**src/rtl/voting_stream_tally.sv**
```systemverilog
// Streaming plurality-vote tallier: collects 2**M votes over a valid/ready handshake,
// scans one counter per candidate, and holds the winner until the consumer acknowledges.
module voting_stream_tally #(
  parameter int N = 3,
  parameter int M = 5
) (
  input  logic         clk,
  input  logic         rst,
  input  logic         vote_valid,
  input  logic [N-1:0] vote,
  output logic         vote_ready,
  output logic         winner_valid,
  input  logic         winner_ready,
  output logic [N-1:0] winner,
  output logic [M:0]   winner_count
);

  localparam int NC = 2**N;

  typedef enum logic [1:0] {COLLECT, SCAN, DONE} state_t;

  state_t         state_reg;
  logic [M:0]     cnt_reg [NC];
  logic [M-1:0]   vote_cnt_reg;
  logic [N-1:0]   index_reg;
  logic [N-1:0]   best_id_reg;
  logic [M:0]     best_count_reg;

  logic           accept;
  logic           clear;
  logic [M:0]     scan_cnt;
  logic           scan_better;

  assign vote_ready  = (state_reg == COLLECT);
  assign accept      = vote_valid && (state_reg == COLLECT);
  assign clear       = (state_reg == DONE) && winner_ready;
  assign scan_cnt    = cnt_reg[index_reg];
  // Strictly-greater keeps the lower id on ties, since ids are scanned in ascending order.
  assign scan_better = (scan_cnt > best_count_reg);

  generate
    for (genvar gi = 0; gi < NC; gi++) begin : g_cnt
      always_ff @(posedge clk or posedge rst) begin
        if (rst) begin
          cnt_reg[gi] <= '0;
        end else if (clear) begin
          cnt_reg[gi] <= '0;
        end else if (accept && (vote == N'(gi))) begin
          cnt_reg[gi] <= cnt_reg[gi] + 1'b1;
        end
      end
    end
  endgenerate

  always_ff @(posedge clk or posedge rst) begin
    if (rst) begin
      state_reg      <= COLLECT;
      vote_cnt_reg   <= '0;
      index_reg      <= '0;
      best_id_reg    <= '0;
      best_count_reg <= '0;
      winner         <= '0;
      winner_count   <= '0;
      winner_valid   <= 1'b0;
    end else begin
      case (state_reg)
        COLLECT: begin
          if (accept) begin
            vote_cnt_reg <= vote_cnt_reg + 1'b1;
            // The vote counter wraps to zero exactly as the round completes.
            if (vote_cnt_reg == '1) begin
              state_reg      <= SCAN;
              index_reg      <= '0;
              best_id_reg    <= '0;
              best_count_reg <= '0;
            end
          end
        end
        SCAN: begin
          if (scan_better) begin
            best_id_reg    <= index_reg;
            best_count_reg <= scan_cnt;
          end
          index_reg <= index_reg + 1'b1;
          if (index_reg == '1) begin
            state_reg    <= DONE;
            winner_valid <= 1'b1;
            winner       <= scan_better ? index_reg : best_id_reg;
            winner_count <= scan_better ? scan_cnt : best_count_reg;
          end
        end
        DONE: begin
          if (winner_ready) begin
            state_reg    <= COLLECT;
            winner_valid <= 1'b0;
            vote_cnt_reg <= '0;
            index_reg    <= '0;
          end
        end
        default: state_reg <= COLLECT;
      endcase
    end
  end

endmodule

```
**config.mk**
```make
export PLATFORM = sky130hd
export DESIGN_NAME = voting_stream_tally
export DESIGN_NICKNAME = d
export VERILOG_FILES = /design/src/rtl/voting_stream_tally.sv
export SDC_FILE = /design/constraint.sdc
export NUM_CORES = 1
export LEC_CHECK = 0
export CAP_MARGIN = 40
export CORE_MARGIN = 3
export CORE_UTILIZATION = 45
export CTS_CLUSTER_DIAMETER = 100
export CTS_CLUSTER_SIZE = 10
export DETAILED_ROUTE_END_ITERATION = 8
export HOLD_SLACK_MARGIN = 0.08
export MAX_ROUTING_LAYER = met4
export PLACE_DENSITY_LB_ADDON = 0.15
export SYNTH_ARGS = -nofsm -noshare
export SYNTH_HDL_FRONTEND = slang
export SYNTH_SLANG_ARGS = --single-unit
export TNS_END_PERCENT = 10
```
**constraint.sdc**
```tcl
create_clock -name clk -period 9.27 [get_ports clk]
set_clock_uncertainty 0.2 [all_clocks]
set_input_delay 0.927 -clock clk [delete_from_list [all_inputs] [get_ports clk]]
set_output_delay 0.927 -clock clk [all_outputs]
set_load 0.05 [all_outputs]
```
After elaboration in Yosys (flattened, before gate mapping):

Index checks and enable logic that the tools add are counted.

* add/subtract/negate cells: 10
* reduce and logical (&&, ||, !) cells: 30
* mux-type cells: 40
* bitwise logic cells: 1
* order comparisons: 2
* eq/ne operators: 15

Operators by type and width (number)
* two-way mux 6 bit: 21
* adder 6 x 1 -> 6 bit, second input constant: 8
* nonzero test 2 bit: 11
* binary-select mux 6 bit (select 3 bit): 1
* equality test 3 bit, second input constant: 5
* two-way mux 3 bit: 4
* case mux 6 bit (2 select lines): 1
* logical AND 1 bit: 10
* two-way mux 5 bit: 2
* case mux 5 bit (2 select lines): 1
* case mux 3 bit (3 select lines): 1
* AND reduction 3 bit: 3
* two-way mux 2 bit: 4
* AND reduction 4 bit: 2
* equality test 3 x 2 -> 1 bit, second input constant: 2
* > comparator 6 bit: 1
* case mux 2 bit (3 select lines): 1
* case mux 3 bit (2 select lines): 1
* adder 5 x 1 -> 5 bit, second input constant: 1
* equality test 5 bit, second input constant: 1
* greater-or-equal comparator 4 bit, second input constant: 1
* != test 2 x 1 -> 1 bit, second input constant: 2
* != test 2 bit, second input constant: 2
* inverter 3 -> 4 bit: 1
* 10 further kinds: 11

* bits of input ports: 7
* bits in registers: 77
* word-level logic and storage cells: 114

Depth between registers and ports, before layout:

Gate-level depths: netlist of run 1.

* depth after elaboration: 7
* gate-level depth with buffers: 13

Worst setup path after synthesis of run 1:

OpenSTA, ideal clock, no wires.

* path type: register to register
* from: register index_reg[2]
* to: register best_id_reg[0]
* stages on the path, launching flop included: 12
* path slack: 6.226 ns
* arrival time: 2.778 ns
* period minus slack after synthesis: 3.044 ns
* path through: dfrtp_1 buf_2 mux4_2 mux2_2 ha_1 and4_1 and3_1 a31oi_1 buf_2 and2_1 buf_2 a22o_1

* longest elaborated chain between the ends: 7

RTL lines
* start: declaration: RTL line 25 `logic [N-1:0] index_reg;`
* start signal: assignment: RTL line 84 `index_reg <= index_reg + 1'b1;`
* inverter 3 -> 4 bit (not written as such): RTL line 37 `assign scan_cnt = cnt_reg[index_reg];`
* binary-select mux 6 bit (select 3 bit): RTL line 37
* two-way mux 6 bit (not written as such) (2 in a row): RTL line 37
* > comparator 6 bit: RTL line 39 `assign scan_better = (scan_cnt > best_count_reg);`
* two-way mux 3 bit
* case mux 3 bit (2 select lines)
* end signal: assignment: RTL line 81 `best_id_reg <= index_reg;`
* end: declaration: RTL line 26 `logic [N-1:0] best_id_reg;`

No other way between the ends. The select of a mux whose other input is x is not followed.
A chain may end at the register's enable or synchronous reset.

Final worst setup path of run 1:

* from: register index_reg[1]
* to: register winner[1]

* longest elaborated chain between the ends: 6
* elaborated cells on any way between the ends: 8

RTL lines
* inverter 3 -> 4 bit (not written as such): RTL line 37
* binary-select mux 6 bit (select 3 bit): RTL line 37
* two-way mux 6 bit (not written as such) (2 in a row): RTL line 37
* > comparator 6 bit: RTL line 39
* two-way mux 3 bit
* end signal: assignment: RTL line 88 `winner <= scan_better ? index_reg : best_id_reg;`
* end: declaration: RTL line 14 `output logic [N-1:0] winner,`

Several ways; a longest one is shown, not always the timed one. The select of a mux whose other input is x is not followed.

==> impl_metrics.prom, run 1 <==
# TYPE chip_impl_metric gauge
chip_impl_info{name="outcome",value="complete, no violations"} 1
chip_impl_metric{name="power_per_cell_area",unit="nW/µm²"} 279
chip_impl_metric{name="synth_largest_type_area_fraction",unit="%"} 47.3
chip_impl_metric{name="maxCapViolations",unit=""} 0
chip_impl_metric{name="cts.htree.levels",unit=""} 3
chip_impl_metric{name="start_util",unit="%"} 46.5
chip_impl_info{name="timing.hold.worst.class",value="register to register"} 1
chip_impl_metric{name="finalInstanceArea",unit="µm²"} 4540
chip_impl_metric{name="die_y",unit="µm"} 101
chip_impl_metric{name="drive_gt1_share",unit="%"} 12.2
chip_impl_metric{name="place_inst",unit=""} 487
chip_impl_metric{name="synth.area.mux_share",unit="%"} 11.5
chip_impl_metric{name="setup_viol_count_final",unit=""} 0
chip_impl_info{name="synthDominantAreaCellType",value="sky130_fd_sc_hd__dfrtp_1"} 1
chip_impl_info{name="synth_top_family_by_area",value="simple AND/OR/NAND/NOR gates"} 1
chip_impl_metric{name="largest_register_ff_count",unit=""} 48
chip_impl_metric{name="synth-adder-area-share",unit="%"} 5.52
chip_impl_metric{name="syn-mean-instance-area",unit="µm²"} 10.8
chip_impl_metric{name="final_cell_count_no_fill",unit=""} 503
chip_impl_info{name="clock_tree.root_cell",value="sky130_fd_sc_hd__clkbuf_8"} 1
chip_impl_metric{name="area_of_the_mapped_netlist",unit="µm²"} 4080
chip_impl_metric{name="drtAntennaViolNets",unit=""} 0
chip_impl_metric{name="async_flop_share",unit="%"} 100
chip_impl_metric{name="drcViolationCount",unit=""} 0
chip_impl_metric{name="die_area",unit="µm²"} 10200
chip_impl_metric{name="grt_overflow",unit=""} 0
chip_impl_metric{name="vias_in_the_first_global_route",unit=""} 2739
chip_impl_metric{name="worst_skew_pair_later_pin_latency",unit="ns"} 0.36
chip_impl_metric{name="detailed_place_hpwl",unit="mm"} 6.05
chip_impl_metric{name="xor_and_xnor_fraction_of_the_mapped_netlist_area",unit="%"} 9.02
chip_impl_metric{name="number_of_sinks_handled_by_clock_tree_synthesis",unit=""} 77
chip_impl_metric{name="port-buffer-count",unit=""} 17
chip_impl_metric{name="cts_hold_buf",unit=""} 0
chip_impl_info{name="synth_most_common_cell",value="sky130_fd_sc_hd__dfrtp_1"} 1
chip_impl_metric{name="synth_compound_area_share",unit="%"} 7.03
chip_impl_info{name="tritoncts",value="yes"} 1
chip_impl_metric{name="number_of_antenna_violations_at_the_first_check_in_global_routing",unit=""} 0
chip_impl_metric{name="synth-seq-cells",unit=""} 77
chip_impl_metric{name="cts_made_buffers",unit=""} 9
chip_impl_metric{name="post-cts-setup-buffers",unit=""} 0
chip_impl_metric{name="data_arrival_time_of_the_critical_path",unit="ns"} 3.77
chip_impl_info{name="rsz0062_at_grt",value="false"} 1
chip_impl_metric{name="synth-edff-count",unit=""} 0
chip_impl_info{name="worstSetupPathType",value="register to register"} 1
chip_impl_metric{name="core.rowCount",unit=""} 34
chip_impl_metric{name="avgRoutedWirePerCell",unit="µm"} 16.3
chip_impl_metric{name="worst_ep_required_time",unit="ns"} 9.27
chip_impl_metric{name="ctsLongestPathBuffers",unit=""} 2
chip_impl_metric{name="post_synth_num_cell_types",unit=""} 36
chip_impl_metric{name="drt_pre_antenna_iters",unit=""} 4
chip_impl_metric{name="timing.setup.tns",unit="ns"} 0
chip_impl_metric{name="globalplace.congestion",unit=""} 0.842
chip_impl_metric{name="grtUsageTotal",unit="%"} 18.0
chip_impl_metric{name="max_clock_freq",unit="GHz"} 0.265
chip_impl_metric{name="grt_max_degree",unit=""} 49
chip_impl_metric{name="finalWorstPathRequiredPeriod",unit="ns"} 3.77
chip_impl_metric{name="via_count",unit=""} 2716
chip_impl_metric{name="route.detailed.vias_per_inst",unit=""} 5.40
chip_impl_metric{name="fillers",unit=""} 783
chip_impl_metric{name="core_region_area",unit="µm²"} 8760
chip_impl_metric{name="post-route-period-util",unit="%"} 40.7
chip_impl_metric{name="floorplan.die.width",unit="µm"} 101
chip_impl_metric{name="post-layout-total-power",unit="mW"} 1.27
chip_impl_metric{name="crit_fanout",unit=""} 16
chip_impl_metric{name="worst_slew_pin_slew",unit="ns"} 0.854
chip_impl_metric{name="yosysWarningCount",unit=""} 0
chip_impl_metric{name="first_iter_violations",unit=""} 142
chip_impl_metric{name="pin_count",unit=""} 18
chip_impl_metric{name="cts_resized",unit=""} 0
chip_impl_metric{name="yosys.area_share.simple",unit="%"} 16.4
chip_impl_info{name="ys_top_cells_by_area",value="sky130_fd_sc_hd__dfrtp_1, sky130_fd_sc_hd__mux4_2, sky130_fd_sc_hd__xor2_1"} 1
chip_impl_metric{name="ir_worst_vdd",unit="mV"} 0.124
chip_impl_metric{name="synth.yosys.seq_area_share",unit="%"} 47.3
chip_impl_info{name="timing.critical_path.from_type",value="register"} 1
chip_impl_metric{name="grt_first_pass_wirelength",unit="mm"} 13.8
chip_impl_metric{name="placed_area",unit="µm²"} 4350
chip_impl_metric{name="leakage",unit="nW"} 2.04
chip_impl_info{name="cp-end-kind",value="register"} 1
chip_impl_metric{name="finalNetCount",unit=""} 415
chip_impl_info{name="post_synth_most_frequent_cells",value="sky130_fd_sc_hd__dfrtp_1, sky130_fd_sc_hd__nor2_1, sky130_fd_sc_hd__nand2_1, sky130_fd_sc_hd__xor2_1"} 1
chip_impl_metric{name="detail_route.wirelength",unit="mm"} 8.21
chip_impl_metric{name="worst_slew_margin_rel",unit="%"} 43.1
chip_impl_metric{name="postSynthCellCount",unit=""} 376
chip_impl_metric{name="timing.final.hold_violations",unit=""} 0
chip_impl_metric{name="flow.area_growth_from_synthesis",unit="%"} 11.4
chip_impl_metric{name="final-max-slew-violation-count",unit=""} 0
chip_impl_metric{name="clk_slew_on_worst_s_h_paths",unit="ns"} 0.08
chip_impl_metric{name="num_antenna_cells",unit=""} 0
chip_impl_info{name="ys.flop_type",value="sky130_fd_sc_hd__dfrtp_1"} 1
chip_impl_metric{name="synthesized_nets",unit=""} 401
-- worst max-delay path, stage by stage, from the launching register on --
cell                      delay (ns)
sky130_fd_sc_hd__dfrtp_1        0.81
sky130_fd_sc_hd__mux4_2         0.59
sky130_fd_sc_hd__mux2_2         0.31
sky130_fd_sc_hd__ha_1           0.32
sky130_fd_sc_hd__and4_1         0.21
sky130_fd_sc_hd__and3_1         0.18
sky130_fd_sc_hd__a31oi_1        0.44
sky130_fd_sc_hd__buf_4          0.27
sky130_fd_sc_hd__mux2i_1        0.18
sky130_fd_sc_hd__o21ai_0        0.11
-- routing by layer --
metal  up-vias  global-route usage, %  share of wire (%)
met2        23                   27.7                 47
met4         0                   6.03                1.8
li1       1336                      -                  -
met1      1346                   23.7                 49
met3        11                   3.99                2.2
met5         -                      -                  0
-- layout by cell type, fill, tap and decap left out, drive strengths merged --
master	netlist	layout
a22o	13	13
a31oi	1	1
mux2i	12	12
o221ai	1	1
o21ai	19	19
clkinvlp	0	1
nand3	9	9
clkbuf	9	11
nand2b	1	1
or3b	2	2
and3	9	9
nand2	32	32
and2	2	2
nand4	14	14
dfrtp	77	77
nor2	57	57
mux4	12	12
xnor2	12	12
buf	9	4
bufinv	0	1
nor3	4	4
a21bo	1	1
a21o	1	1
mux2	7	7
a21oi	9	9
inv	10	11
clkdlybuf4s50	0	17
nor4	1	1
nand3b	1	1
or3	1	1
clkinv	0	2
nor2b	1	1
ha	18	18
xor2	30	30
and4	1	1
-- area by class of cell --
cell class / instances / area, µm² / share of cell area [%]
Sequential cell: 77 / 1930 / 42.4
Clock inverter: 5 / 60.1 / 1.32
Inverter: 10 / 37.5 / 0.827
Multi-Input combinational cell: 271 / 2020 / 44.4
Tap cell: 108 / 135 / 2.98
Timing Repair Buffer: 21 / 233 / 5.13
Clock buffer: 11 / 131 / 2.89
-- final timing paths --
path,startpoint,end,slack [ns],depth (start not counted)
setup / recovery,index_reg[1]$_DFFE_PP0P_,winner[1]$_DFFE_PP0P_,5.50,9
hold / removal,winner[2]$_DFFE_PP0P_,winner[2]$_DFFE_PP0P_,0.28,2
setup reg to reg,index_reg[1]$_DFFE_PP0P_,winner[1]$_DFFE_PP0P_,5.50,9
hold reg to reg,winner[2]$_DFFE_PP0P_,winner[2]$_DFFE_PP0P_,0.28,2
max in group asynchronous,rst,cnt_reg[0]$_DFFE_PP0P_,7.53,4
min in group asynchronous,rst,winner_valid$_DFFE_PP0P_,0.77,3
-- logic make-up (layout without fill, tap and decap cells) --
| family | Yosys count | after routing |
|---|---|---|
| buffers and inverters | 28 | 47 |
| adders and majority gates | 18 | 18 |
| xor gates and xnor gates | 42 | 42 |
| DFF | 77 | 77 |
| and+or+nand+nor | 135 | 135 |
| muxes | 31 | 31 |
| AOI/OAI and AO/OA | 45 | 45 |
-- report_power, final --
group	switching (mW)	total, mW	leakage [nW]	internal, mW
clock	0.125	0.251	0.0939	0.126
combinational	0.229	0.482	0.922	0.252
sequential	0.120	0.536	1.02	0.416
-- metrics by stage --
stage / worst slack, ns / util [%] / hold WS [ns]
5_1_grt: 5.25 / 51.8 / 0.319
3_3_place_gp: 5.60 / 49.1 / 0.268
4_1_cts: 5.49 / 51.8 / 0.293
2_1_floorplan: 6.18 / - / 0.272
3_5_place_dp: 5.52 / 49.6 / 0.274
6_report: 5.50 / 51.8 / 0.284
No activity file was read; power rests on OpenSTA's default activity.
==> run 2, diff against run 1 <==
==> constraint.sdc (replaced) <==
create_clock -name clk -period 3.2 [get_ports clk]
set_clock_uncertainty 0.2 [all_clocks]
set_input_delay 0.32 -clock clk [delete_from_list [all_inputs] [get_ports clk]]
set_output_delay 0.32 -clock clk [all_outputs]
set_load 0.05 [all_outputs]
==> run 2 against run 1 <==
First-iteration DRC count shrank 20%; non-clock buffer count grew 11; clock power rose to 2.5 times the previous value; critical path depth increased by 1; sequential share of layout area down 1.2 points; final cell count increased by 2.0%; sequential cell count is the same; critical endpoint is now winner_count[4]$_DFFE_PP0P_.
==> impl_metrics.prom, run 2 (synthesized netlist as in run 1, its figures left out) <==
# TYPE chip_impl_metric gauge
chip_impl_metric{name="seqPwrFrac",unit="%"} 37.6
chip_impl_metric{name="finalWorstPathRequiredPeriod",unit="ns"} 3.10
chip_impl_metric{name="finalInstanceArea",unit="µm²"} 4680
chip_impl_info{name="timing.hold.worst.class",value="input pin to asynchronous set/reset pin"} 1
chip_impl_metric{name="internal_power",unit="mW"} 2.49
chip_impl_metric{name="power_switching_share",unit="%"} 37.7
chip_impl_metric{name="leakage",unit="nW"} 2.10
chip_impl_metric{name="start_util",unit="%"} 46.5
chip_impl_metric{name="drt_pre_antenna_iters",unit=""} 4
chip_impl_metric{name="ctsLongestPathBuffers",unit=""} 2
chip_impl_metric{name="vias_in_the_first_global_route",unit=""} 2785
chip_impl_metric{name="die_y",unit="µm"} 101
chip_impl_info{name="timing.critical_path.cells",value="buf_6 -> mux4_2 -> mux2_4 -> ha_1 -> and4_4 -> and3_1 -> a31oi_2 -> buf_4 -> mux2i_1 -> o21ai_0"} 1
chip_impl_metric{name="globalplace.congestion",unit=""} 0.873
chip_impl_metric{name="worst_reg2reg_path_length_in_cells",unit=""} 10
chip_impl_metric{name="floorplan.die.width",unit="µm"} 101
chip_impl_metric{name="route.detailed.vias_per_inst",unit=""} 5.41
chip_impl_metric{name="maxCapViolations",unit=""} 0
chip_impl_metric{name="post-route-period-util",unit="%"} 96.8
chip_impl_info{name="cp-end-kind",value="register"} 1
chip_impl_metric{name="power_per_cell_area",unit="nW/µm²"} 855
chip_impl_info{name="worstSetupPathType",value="register to register"} 1
chip_impl_info{name="clock_tree.root_cell",value="sky130_fd_sc_hd__clkbuf_8"} 1
chip_impl_metric{name="cts.htree.levels",unit=""} 3
chip_impl_metric{name="core.rowCount",unit=""} 34
chip_impl_metric{name="timing.final.ws_setup",unit="ns"} 0.102
chip_impl_metric{name="grt_max_degree",unit=""} 49
chip_impl_metric{name="timing.setup.tns",unit="ns"} 0
chip_impl_info{name="tritoncts",value="yes"} 1
chip_impl_metric{name="place_inst",unit=""} 490
chip_impl_metric{name="placed_area",unit="µm²"} 4380
chip_impl_metric{name="cp_slowest_stage_delay",unit="ns"} 0.49
chip_impl_info{name="final_cell_mix",value="sky130_fd_sc_hd__dfrtp_1, sky130_fd_sc_hd__nor2_1, sky130_fd_sc_hd__nand2_1"} 1
chip_impl_metric{name="worst_ep_required_time",unit="ns"} 3.21
chip_impl_metric{name="ir_worst_vdd",unit="mV"} 0.412
chip_impl_metric{name="num_antenna_cells",unit=""} 0
chip_impl_metric{name="detail_route.wirelength",unit="mm"} 8.61
chip_impl_metric{name="crit_fanout",unit=""} 4
chip_impl_metric{name="post-layout-total-power",unit="mW"} 4.00
chip_impl_metric{name="final_cell_count_no_fill",unit=""} 513
chip_impl_metric{name="timing.final.hold_violations",unit=""} 0
chip_impl_metric{name="number_of_antenna_violations_at_the_first_check_in_global_routing",unit=""} 0
chip_impl_metric{name="finalNetCount",unit=""} 426
chip_impl_metric{name="via_count",unit=""} 2775
chip_impl_metric{name="detailed_place_hpwl",unit="mm"} 6.00
chip_impl_metric{name="p_sw",unit="mW"} 1.51
chip_impl_metric{name="drive_gt1_share",unit="%"} 16.3
chip_impl_metric{name="flow.area_growth_from_synthesis",unit="%"} 14.7
chip_impl_metric{name="worst_slew_margin_rel",unit="%"} 62.4
chip_impl_metric{name="drtAntennaViolNets",unit=""} 0
chip_impl_metric{name="combinationalPowerShare",unit="%"} 46.4
chip_impl_metric{name="final_core_utilization",unit="%"} 53.4
chip_impl_metric{name="clk_slew_on_worst_s_h_paths",unit="ns"} 0.08
chip_impl_metric{name="clockPowerShare",unit="%"} 16.0
chip_impl_info{name="outcome",value="complete, no violations"} 1
chip_impl_metric{name="fillers",unit=""} 751
chip_impl_metric{name="drcViolationCount",unit=""} 0
chip_impl_metric{name="max_clock_freq",unit="GHz"} 0.323
chip_impl_info{name="timing.critical_path.max_delay_family",value="multiplexers"} 1
chip_impl_metric{name="number_of_sinks_handled_by_clock_tree_synthesis",unit=""} 77
chip_impl_info{name="timing.critical_path.from_type",value="register"} 1
chip_impl_metric{name="worst_slew_pin_slew",unit="ns"} 0.565
chip_impl_metric{name="cts_made_buffers",unit=""} 9
chip_impl_info{name="mostFrequentLayoutCell",value="sky130_fd_sc_hd__dfrtp_1"} 1
chip_impl_metric{name="critical_path_buf_inv_count",unit=""} 2
chip_impl_metric{name="worst_hold_slack",unit="ns"} 0.109
chip_impl_metric{name="core_region_area",unit="µm²"} 8760
chip_impl_info{name="critPathSlowestCell",value="sky130_fd_sc_hd__mux4_2"} 1
chip_impl_metric{name="grtUsageTotal",unit="%"} 19.0
chip_impl_metric{name="data_arrival_time_of_the_critical_path",unit="ns"} 3.11
chip_impl_metric{name="grt_overflow",unit=""} 0
chip_impl_metric{name="dpl_worst_slack",unit="ns"} -0.0842
chip_impl_metric{name="final-max-slew-violation-count",unit=""} 0
chip_impl_metric{name="first_iter_violations",unit=""} 114
chip_impl_metric{name="pin_count",unit=""} 18
chip_impl_metric{name="avgRoutedWirePerCell",unit="µm"} 16.8
chip_impl_metric{name="worst_skew_pair_later_pin_latency",unit="ns"} 0.35
chip_impl_metric{name="grt_first_pass_wirelength",unit="mm"} 14.5
chip_impl_metric{name="largest_register_ff_count",unit=""} 48
chip_impl_metric{name="die_area",unit="µm²"} 10200
chip_impl_metric{name="port-buffer-count",unit=""} 17
chip_impl_metric{name="setup_viol_count_final",unit=""} 0
chip_impl_metric{name="cp_num_cells",unit=""} 10
run 2: cell types whose count changed in the layout (fill, tap and decap cells not counted), moves of 2 or more:
cell | before | now
sky130_fd_sc_hd__buf_12 | 1 | 3
sky130_fd_sc_hd__buf_4 | 2 | 10
sky130_fd_sc_hd__buf_6 | 0 | 2
sky130_fd_sc_hd__ha_1 | 18 | 15
sky130_fd_sc_hd__ha_4 | 0 | 3
sky130_fd_sc_hd__mux2_2 | 7 | 4
sky130_fd_sc_hd__mux2_4 | 0 | 3
sky130_fd_sc_hd__o21ai_0 | 18 | 16
run 2: final cells by class:
cell class	count	area (µm²)	share of cell area [%]
Sequential cell	77	1930	41.2
Multi-Input combinational cell	271	2090	44.7
Clock buffer	13	149	3.18
Clock inverter	2	10.0	0.214
Inverter	10	37.5	0.803
Timing Repair Buffer	32	328	7.01
Tap cell	108	135	2.89
run 2: power groups by stage:
stage	sequential [mW]	combinational (mW)	clock, mW
4_1_cts	1.50	1.58	0.656
6_report	1.50	1.86	0.638
3_5_place_dp	1.52	1.53	0
2_1_floorplan	1.40	1.24	0
3_3_place_gp	1.52	1.49	0
5_1_grt	1.55	2.04	0.687
run 2: worst paths after layout:
check | slack [ns] | to | start
max | 0.10 | winner_count[4]$_DFFE_PP0P_ | index_reg[2]$_DFFE_PP0P_
min | 0.11 | vote_cnt_reg[3]$_DFFE_PP0P_ | rst
max reg2reg | 0.10 | winner_count[4]$_DFFE_PP0P_ | index_reg[2]$_DFFE_PP0P_
min reg2reg | 0.28 | winner[1]$_DFFE_PP0P_ | winner[1]$_DFFE_PP0P_
max in group asynchronous | 1.99 | cnt_reg[20]$_DFFE_PP0P_ | rst
min in group clk | 0.28 | winner[1]$_DFFE_PP0P_ | winner[1]$_DFFE_PP0P_
run 2: repair_timing:
item,CTS,global route
buffers inserted,0,7
hold buffers,0,0
cloned,0,1
gates resized for setup,4,15
pin swaps,0,1
endpoints found under the setup margin,14,18
run 2: per-layer routing:
layer	global-route usage, %	up-vias	routed length, µm
li1	-	1353	-
met1	25.9	1357	4110
met2	28.9	51	4100
met3	3.51	14	270
met4	6.03	0	119
met5	-	-	0
==> edit 1, RTL diff (settings of run 1) <==
The 3 states of `state_t` get a one-hot encoding in 3 bits.
--- a/src/rtl/voting_stream_tally.sv
+++ b/src/rtl/voting_stream_tally.sv
@@ -17,7 +17,7 @@
 
   localparam int NC = 2**N;
 
-  typedef enum logic [1:0] {COLLECT, SCAN, DONE} state_t;
+  typedef enum logic [2:0] {COLLECT = 3'b001, SCAN = 3'b010, DONE = 3'b100} state_t;
 
   state_t         state_reg;
   logic [M:0]     cnt_reg [NC];
Formal check against the unedited RTL: no difference found for any inputs over 10 cycles, from zero or initial values and one cycle with rst high; not proved beyond that.
==> edit 1 against run 1 <==
  * Setup slack better by 24 ps
  * Hold slack worse by 4.3 ps
  * Area after synthesis up 5.3%
  * Final area up 6.5%
  * Wire length up 2.3%
  * Sequential cell count up 1
  * First-iteration DRC count up 2.1%
  * Largest power group unchanged
  * Sequential power up 2%
  * Total power up 1.2%
==> edit 1: results (changes against run 1) <==
Leak - 2.173 nW (was 2.037 nW)
Non-clock buffer contribution to total cell area - 4.657% (was 5.125%)
R2r endpoint - best_count_reg[4] (was winner[1])
Seq pwr share - 42.5% (was 42.2%)
Inverters excl. clock - 12 (was 10)
Clk sinks - 78 (was 77)
Multi-In Gates - 290 (was 271)
Outcome - completed (unchanged)
Max FO, Critical Path - 15 (was 16)
Routed via count - 2808 (was 2716)
Count of non-CTS buffers in the layout - 20 (was 21)
DRT iter0 DRCs - 145 (was 142)
Placed cell areas - 4597 um2 (was 4349 um2)
WL met2 - 3918 um (was 3847 um)
Layout clock buffers - 10 (was 11)
Seq/Total Area, Yosys - 45.48% (was 47.25%)
Hold Crit Start - winner_count[5] (was winner[2])
Mapped Nets - 421 (was 401)
Post-Synth XOR/XNOR Area - 8.566% (was 9.021%)
GP Congestion - 0.8570 (was 0.8418)
Dpl hpwl - 6154 um (was 6046 um)
Met1 wire length - 4180 um (was 4032 um)
Finished Layout Cells - 545 (was 503)
Crit path DAT - 3780 ps (was 3770 ps)
Met2 Usage GRT - 26.36% (was 27.67%)
Relative slew slack - 49.46% (was 43.08%)
Distinct cell type count after synthesis - 40 (was 36)
Global Route met3 Usage - 3.551% (was 3.994%)
P_sw - 0.4714 mW (was 0.4743 mW)
Layout cells sized above 1 - 13.46% (was 12.15%)
Multi-input gate area in the final layout - 2211 um2 (was 2017 um2)
Port bufs - 17 (unchanged)
FF/Latch Area - 1953 um2 (was 1927 um2)
Clock power share - 23.9% (was 19.8%)
Int Pwr - 0.8130 mW (was 0.7945 mW)
GRT Util Overall - 17.13% (was 18.00%)
Post-synthesis adder-cell area fraction - 5.245% (was 5.523%)
Drt wl/cell - 15.40 um (was 16.32 um)
Post-Place Cells - 529 (was 487)
Cell row count - 35 (was 34)
First-pass GRT wire length - 14300 um (was 13790 um)
Synth cell count leaders - dfrtp_1, nor2_1, nand2_1 (unchanged)
WS Path Type - reg -> reg (unchanged)
Largest register FFs - 48 (unchanged)
Compound-Gate Fraction of Synth Area - 4.371% (was 7.027%)
Pin count of the biggest net entering global routing - 49 (unchanged)
Avg Inst Size Synth - 10.84 um2 (about the same)
Post-Place Worst Slack - 5578 ps (was 5518 ps)
Ranking of synthesized cells by area - dfrtp_1, xor2_1, mux4_2, ha_1, nor2_1 (was dfrtp_1, mux4_2, xor2_1, ha_1, nor2_1)
Setup WS post-layout - 5524 ps (was 5500 ps)
Multi-input gate share of total cell area - 45.72% (was 44.42%)
DR WL met3 - 183 um (was 181 um)
# fillers - 820 (was 783)
==> edit 1: cell types whose count changed in the layout (fill, tap and decap cells not counted), sizes merged, moves of 4 or more <==
cell / delta
nor4: +4
a22o: -11
nor3: +6
nand2b: +4
nor2: -4
o21ai: -6
a21oi: +4
mux2i: +6
nand2: +19
==> edit 1: worst min path at each step <==
| stage | to | slack [ps] | cells after the start |
|---|---|---|---|
| detailed placement | winner_count[5] | 270 | 2 |
| global route | winner_count[2] | 300 | 2 |
| CTS | winner_count[5] | 290 | 2 |
| finish | winner_count[5] | 280 | 2 |
| floorplan | vote_cnt_reg[4] | 270 | 1 |
| global placement | winner_count[3] | 260 | 2 |
==> edit 1: worst max-delay path: stages (launching register included) <==
cell	delay, ps
dfrtp_1	800
mux4_2	580
nand2_1	80
nand2_1	110
ha_1	320
nand4_1	140
a21oi_1	200
o32a_1	550
nand2_2	300
mux2_2	340
==> edit 2, RTL diff (config.mk and constraints of run 1) <==
Without the edit above. Set the parameter `N` to 4 (it was 3).
--- a/src/rtl/voting_stream_tally.sv
+++ b/src/rtl/voting_stream_tally.sv
@@ -1,7 +1,7 @@
 // Streaming plurality-vote tallier: collects 2**M votes over a valid/ready handshake,
 // scans one counter per candidate, and holds the winner until the consumer acknowledges.
 module voting_stream_tally #(
-  parameter int N = 3,
+  parameter int N = 4,
   parameter int M = 5
 ) (
   input  logic         clk,
Ports: changed (resized vote and winner); port bits go from 18 to 20. No check against the original RTL was run, so the function may have changed too.
==> edit 2 against run 1 <==
  * Combinational power grew 48%
  * Sequential cell count grew 51
  * Area after synthesis grew 69%
  * Final area grew 74%
  * Total power grew 73%
  * Synthesized cell count grew 70%
  * Wire length grew 79%
  * Non-clock buffer count grew 6
  * Hold slack lost 9.8 ps
  * Setup slack lost 120 ps
==> edit 2: results (changes against run 1) <==
Outcome - completed (unchanged)
Placed cell areas - 7297 um2 (was 4349 um2)
Post-synthesis adder-cell area fraction - 4.536% (was 5.523%)
Largest register FFs - 96 (was 48)
Seq/Total Area, Yosys - 46.44% (was 47.25%)
GRT Util Overall - 19.53% (was 18.00%)
Crit path largest cell delay - 600 ps (was 810 ps)
DRT iter0 DRCs - 378 (was 142)
Layout clock area frac - 7.473% (was 4.216%)
Count of non-CTS buffers in the layout - 27 (was 21)
Sequential power - 0.815 mW (was 0.536 mW)
Ranking of synthesized cells by area - dfrtp_1, xor2_1, mux4_2, nor2_1, ha_1 (was dfrtp_1, mux4_2, xor2_1, ha_1, nor2_1)
Post-synthesis mux area share - 12.34% (was 11.51%)
P_sw - 0.7563 mW (was 0.4743 mW)
Mapped Nets - 674 (was 401)
Fmax - 257.2 MHz (was 265.2 MHz)
Layout clock buffers - 28 (was 11)
Multi-In Gates - 472 (was 271)
Distinct cell type count after synthesis - 40 (was 36)
H-Tree Depth - 4 (was 3)
Clk sinks - 128 (was 77)
Dpl hpwl - 10080 um (was 6046 um)
R2r endpoint - best_id_reg[0] (was winner[1])
Least-Margin Pin Slew - 725.1 ps (was 853.8 ps)
# fillers - 1318 (was 783)
Multi-input gate area in the final layout - 3521 um2 (was 2017 um2)
Post-Synth XOR/XNOR Area - 10.41% (was 9.021%)
FF/Latch Area - 3203 um2 (was 1927 um2)
Post-Place Worst Slack - 5461 ps (was 5518 ps)
Top Family by Delay on Critical Path - compound AO/OA/AOI/OAI gates (was multiplexers)
Worst r2r src - index_reg[0] (was index_reg[1])
-- edit 2: changes by cell type in the layout (fill, tap and decap cells not counted), moves of 8 or more --
| cell | run 1 | this run |
|---|---|---|
| o22ai_1 | 0 | 12 |
| xnor2_1 | 12 | 23 |
| nor2_1 | 53 | 107 |
| nand2_1 | 32 | 44 |
| xor2_1 | 30 | 59 |
| mux2i_1 | 12 | 31 |
| dfrtp_1 | 77 | 128 |
| nand3_1 | 9 | 17 |
| clkbuf_16 | 0 | 17 |
| nand4_1 | 14 | 26 |
-- edit 2: metal layers --
| metal | track usage, % | wire length [um] | vias to the layer above | share of wire (%) |
|---|---|---|---|---|
| met5 | - | 0 | - | 0 |
| met4 | 6.112 | 251 | 0 | 1.7 |
| met3 | 4.871 | 400 | 20 | 2.7 |
| met2 | 29.24 | 6823 | 63 | 46 |
| met1 | 26.37 | 7228 | 2340 | 49 |
| li1 | - | - | 2281 | - |
